## src/rtl/mux4_port_arbiter.sv

```systemverilog
`default_nettype none
// ============================================================================
// Module   : mux4_port_arbiter
// Purpose  : Round-robin arbiter sharing one 4-input resource port among four
//            requesters. Drives the 2-bit select of the shared 4:1 datapath
//            mux and a one-hot grant; a grant is held until the resource
//            reports completion (done) or the requester drops its request.
// Options  : ARB_TIMEOUT_EN - when defined, a grant held TIMEOUT_CYCLES cycles
//            without done is forcibly released and timeout_err pulses for the
//            release cycle. When undefined no hold counter exists and
//            timeout_err is tied low.
// Revision : 1.0 - initial release
// ============================================================================
module mux4_port_arbiter #(
  parameter int TIMEOUT_CYCLES = 16,
  parameter int CNT_W          = 5
) (
  input  logic       clk,
  input  logic       rst_n,
  input  logic [3:0] req,
  input  logic       done,
  output logic [3:0] grant,
  output logic [1:0] sel,
  output logic       busy,
  output logic       timeout_err
);

  typedef enum logic [1:0] {
    IDLE    = 2'd0,
    GRANT   = 2'd1,
    RELEASE = 2'd2
  } state_t;

  state_t     state;
  state_t     state_nxt;
  logic [3:0] grant_nxt;
  logic [1:0] sel_nxt;
  logic       busy_nxt;
  logic [1:0] last_ptr;
  logic [1:0] last_ptr_nxt;
  logic [1:0] winner;
  logic       found;
  logic       release_now;

  // The hold counter must be able to represent TIMEOUT_CYCLES-1.
  generate
    if ((2 ** CNT_W) <= TIMEOUT_CYCLES) begin : g_cfg_check
      $error("mux4_port_arbiter: CNT_W too small for TIMEOUT_CYCLES");
    end
  endgenerate

  // Rotating priority scan: start one past the last served requester.
  always_comb begin
    winner = 2'd0;
    found  = 1'b0;
    for (int i = 1; i <= 4; i++) begin
      if (!found && req[last_ptr + 2'(i)]) begin
        winner = last_ptr + 2'(i);
        found  = 1'b1;
      end
    end
  end

`ifdef ARB_TIMEOUT_EN
  logic [CNT_W-1:0] hold_cnt;
  logic             timeout_hit;

  assign timeout_hit = (hold_cnt == CNT_W'(TIMEOUT_CYCLES - 1));
  assign release_now = (state == GRANT) && (done || !req[sel] || timeout_hit);

  // Hold counter runs only while a grant is held; the error pulse marks a
  // release caused purely by the timeout (done or abandon take precedence).
  always_ff @(posedge clk) begin
    if (!rst_n) begin
      hold_cnt    <= '0;
      timeout_err <= 1'b0;
    end else begin
      timeout_err <= release_now && timeout_hit && !done && req[sel];
      if (state == GRANT && !release_now) begin
        hold_cnt <= hold_cnt + 1'b1;
      end else begin
        hold_cnt <= '0;
      end
    end
  end
`else
  assign release_now = (state == GRANT) && (done || !req[sel]);
  assign timeout_err = 1'b0;
`endif

  // State and registered outputs.
  always_ff @(posedge clk) begin
    if (!rst_n) begin
      state    <= IDLE;
      grant    <= 4'b0000;
      sel      <= 2'd0;
      busy     <= 1'b0;
      last_ptr <= 2'd3;
    end else begin
      state    <= state_nxt;
      grant    <= grant_nxt;
      sel      <= sel_nxt;
      busy     <= busy_nxt;
      last_ptr <= last_ptr_nxt;
    end
  end

  // Next-state and next-output logic; sel only moves when a new grant issues.
  always_comb begin
    state_nxt    = state;
    grant_nxt    = grant;
    sel_nxt      = sel;
    busy_nxt     = busy;
    last_ptr_nxt = last_ptr;
    case (state)
      IDLE: begin
        if (|req) begin
          grant_nxt = 4'b0001 << winner;
          sel_nxt   = winner;
          busy_nxt  = 1'b1;
          state_nxt = GRANT;
        end
      end
      GRANT: begin
        if (release_now) begin
          grant_nxt    = 4'b0000;
          busy_nxt     = 1'b0;
          last_ptr_nxt = sel;
          state_nxt    = RELEASE;
        end
      end
      RELEASE: begin
        state_nxt = IDLE;
      end
      default: begin
        state_nxt = IDLE;
        grant_nxt = 4'b0000;
        busy_nxt  = 1'b0;
      end
    endcase
  end

endmodule
`default_nettype wire

```

## config.mk

```make
export PLATFORM = sky130hd
export DESIGN_NAME = mux4_port_arbiter
export DESIGN_NICKNAME = d
export VERILOG_FILES = /design/src/rtl/mux4_port_arbiter.sv
export SDC_FILE = /design/constraint.sdc
export NUM_CORES = 1
export LEC_CHECK = 0
export ABC_AREA = 1
export CAP_MARGIN = 5
export CORE_UTILIZATION = 35
export DETAILED_ROUTE_END_ITERATION = 8
export GPL_ROUTABILITY_DRIVEN = 0
export PLACE_DENSITY_LB_ADDON = 0.2
export REMOVE_ABC_BUFFERS = 1
export SLEW_MARGIN = 25
export SYNTH_ARGS = -nofsm -noshare
export SYNTH_HDL_FRONTEND = slang
export SYNTH_SLANG_ARGS = --single-unit
```

## constraint.sdc

```tcl
create_clock -name clk -period 2.05 [get_ports clk]
set_clock_uncertainty 0.2 [all_clocks]
set_input_delay 0.205 -clock clk [delete_from_list [all_inputs] [get_ports clk]]
set_output_delay 0.205 -clock clk [all_outputs]
set_load 0.03 [all_outputs]
```

==> flow_results.org <==
** Status
- The run finished with clean final reports.

** Pwr
- Power per cell area :: 982.8 nW/um2
- Switching Power :: 0.4478 mW
- Worst IR drop on VDD :: 0.0005295 V
- Comb pwr share :: 56.6%
- Summed over all cells, the static leakage comes to 0.4709 nW.
- Overall power of the completed layout :: 0.9862 mW
- Of the total power, the clock network draws 14.7%.
- Of the total power, the share spent switching nets is 45.41%.
- The internal power of the cells totals 0.5384 mW.
- Sequential share of power :: 28.8%

** Timing
- Setup violations remaining at the end of the flow were counted as 0.
- The number of max-slew violations in the final report came to 0.
- The smallest clock period supported by the final layout is computed as 1808 ps.
- Final hold violations :: 0
- After layout, the worst path uses 88.20% of the clock period.
- Highest Clock Rate :: 553.1 MHz
- Setup repair after global routing missed its margin :: false
- Once routing completed, OpenROAD measured the worst setup slack at 242.0 ps.

** Worst setup path
- The worst setup path is launched from a flop.
- Crit Path Category :: reg2reg
- STA puts the critical path data required time at 2010 ps.
- Arrival time of data at the critical path endpoint :: 1760 ps
- For this design, the slowest cell found on the critical path is sky130_fd_sc_hd__dfxtp_1.
- The signal on the critical path passes through buf_4, inv_8, nand2_2, nand2_2, nand2_4, nand2_4, nand2_1, nand2_1, nand2_1, nand3_1, o21ai_0, inv_1.
- Capturing element type of the critical path :: flop
- Most common cell type on the critical path :: sky130_fd_sc_hd__nand2_1
- Highest net fanout along the worst path :: 10
- Number of buffer and inverter instances along the worst setup path :: 3
- Grouping stages by cell kind, the critical path spends the most delay in simple AND/OR/NAND/NOR gates.
- Delay of the slowest critical-path stage :: 340 ps

** Detailed routing
- The detailed router finished its first iteration with 14 violations.
- In this run the remaining antenna-violating nets after routing total 0.
- The detailed router placed 765 vias in this run.
- Residual DRC count :: 0
- The first TritonRoute pass finished after 4 iterations.
- DR WL/cell :: 10.06 um
- Detailed Route WL :: 1639 um
- Dividing the detail-routed via count by the number of cells gives 4.693.

** Clocking
- Counting every sink on the clock net gives 11.
- Post-CTS setup buffer count :: 0
- TritonCTS built the clock tree.
- The number of gates resized after CTS was 0.
- CTS HTree Levels :: 1
- In this run, post-CTS hold repair placed 0 buffers.
- After clock tree synthesis, the clock-pin slew on the worst setup and hold paths is 60 ps.
- The later pin in the worst-skew pair is clocked with a latency of 260 ps.
- Maximum clock insertion buffer count :: 2
- The tree is rooted in a sky130_fd_sc_hd__clkbuf_4.
- TritonCTS buffer count :: 3

** Logic synthesis
- Synth top area cells :: sky130_fd_sc_hd__dfxtp_1 (27%), sky130_fd_sc_hd__nand2_1 (11%), sky130_fd_sc_hd__nand2_2 (10%)
- The number of different library cells used by synthesis comes to 25.
- Flip-flop and latch count after synthesis :: 11
- In the synthesized netlist, the number of instances is 117.
- Post-Synthesis Mean Instance Area :: 6.940 um2
- The synthesized design spends more area on one cell type than any other, namely sky130_fd_sc_hd__dfxtp_1.
- Seq/Total Area, Yosys :: 27.12%
- For this run, the number of Yosys warnings is 0.
- Share of the synthesized area in the top cell type :: 27.12%
- In this run the cell area of the synthesized design comes to 812.0 um2.

** Cells and area
- Cells with a size suffix above 1 make up 25.93% of the layout.
- Most frequent standard cell in the layout excluding fill and tap cells :: sky130_fd_sc_hd__nand2_1
- # diodes :: 0
- Post-route standard cell area excluding fillers :: 1003 um2
- Util after Layout :: 45.80%
- The top cell types in the final layout, fill and taps aside, are sky130_fd_sc_hd__nand2_1 (24), sky130_fd_sc_hd__nand2_2 (13), sky130_fd_sc_hd__clkdlybuf4s50_1 (13).
- Total Nets Final :: 143
- Fin cells :: 163
- The area growth from synthesis to layout is 23.57%.

** Place
- Total half-perimeter wirelength after legalization and detailed placement :: 1329 um
- Port buffering added 13 buffers.
- Cell area after placement :: 977.2 um2
- At the placement stage, the worst setup path has a slack of -19.98 ps.
- In this run, placement finished with an instance count of 159.

** GRT
- Global routing used 14.74% of the available tracks.
- Vias in the first global route :: 684
- The first global-routing pass estimated 2877 um of wire.
- In the global route stage, met3 resource usage came out at 4.545%.
- Met2 usage in global routing :: 24.22%
- Global routing used 18.82% of the available met1 tracks.
- Entering global routing, the biggest net connects 11 pins.
- The layer flagged by global routing as most heavily used is met2.
- Number of antenna violations at the first check in global routing :: 0
- Total overflow reported by the global router :: 0

** Floorplanning
- In this run the horizontal extent of the chip is 50.17 um.
- 15 I/O pins were placed.
- The core region is 2191 um2.
- Initial standard-cell utilization of the core :: 37.06%
- The floorplan step defined a die boundary enclosing 2517 um2.
- Rows :: 17
- The floorplan step set the die height to 50.17 um.

** Min path
- Worst min-delay path class :: reg2reg

** Flow run
- Max-cap violations in this run came to 0.
[power by group through the flow]
stage	Sequential, mW	Combinational (mW)	Clock (mW)
global placement	0.289	0.555	0
finish	0.284	0.558	0.145
floorplan	0.352	0.343	0
detailed placement	0.288	0.562	0
CTS	0.284	0.564	0.151
global route	0.290	0.619	0.165
[metrics by stage]
step / hold slack [ps] / setup TNS, ps
floorplan: 103.6 / 0
global placement: 250.6 / 0
detailed placement: 253.0 / -19.98
CTS: 264.0 / 0
global route: 281.9 / 0
finish: 260.6 / 0
[cell usage after synthesis, drive strengths merged]
cell	n
nand2	42
o211ai	2
o21ai	8
a31oi	1
conb	1
a21oi	9
nor4	1
nor3	1
nand3	12
inv	13
nor2	8
buf	3
and2	1
dfxtp	11
nand4	3
clkinv	1
[state kept, by name, summed over array words and instances, names as in the netlist]
| register | flops |
|---|---|
| grant | 4 |
| last_ptr | 2 |
| sel | 2 |
| state | 2 |
| busy | 1 |
[per-layer routing]
| layer | part of all wire, % | vias to the layer above |
|---|---|---|
| met4 | 0 | 0 |
| li1 | - | 418 |
| met1 | 50 | 338 |
| met5 | 0 | - |
| met3 | 2.9 | 0 |
| met2 | 47 | 9 |
[area by class of cell]
type	instances	area (um2)
fillers	227	1187
multi-input cells	89	501.7
flip-flops and latches	11	220.2
repair buffers	17	160.2
inverters	14	60.06
well taps	28	35.03
clock buffers	4	26.28
[worst register-to-register path, cell delays in order (launching register included)]
cell and delay [ps]:
sky130_fd_sc_hd__dfxtp_1 340, sky130_fd_sc_hd__buf_4 190, sky130_fd_sc_hd__inv_8 70, sky130_fd_sc_hd__nand2_2 60, sky130_fd_sc_hd__nand2_2 90, sky130_fd_sc_hd__nand2_4 100
sky130_fd_sc_hd__nand2_4 70, sky130_fd_sc_hd__nand2_1 60, sky130_fd_sc_hd__nand2_1 50, sky130_fd_sc_hd__nand2_1 70, sky130_fd_sc_hd__nand3_1 150, sky130_fd_sc_hd__o21ai_0 200
sky130_fd_sc_hd__inv_1 50
[final timing paths]
kind / endpoint / slack [ps] / cells after the start / startpoint
hold reg to reg: busy / 260 / 2 / busy
setup reg to reg: sel[0] / 240 / 12 / last_ptr[0]
hold / removal: busy / 260 / 2 / busy
setup / recovery: sel[0] / 240 / 12 / last_ptr[0]
[cell families (layout without fill, tap and decap cells)]
logic type	count (synthesis)	after routing	synth area share, %
AND/OR/NAND/NOR	68	68	47.77
AO/OA/AOI/OAI	20	20	13.56
buffers and inverters	17	35	11.09
flip-flops	11	11	27.12
other	1	1	0.4618
Note: power is estimated with default switching activity, not from simulation.
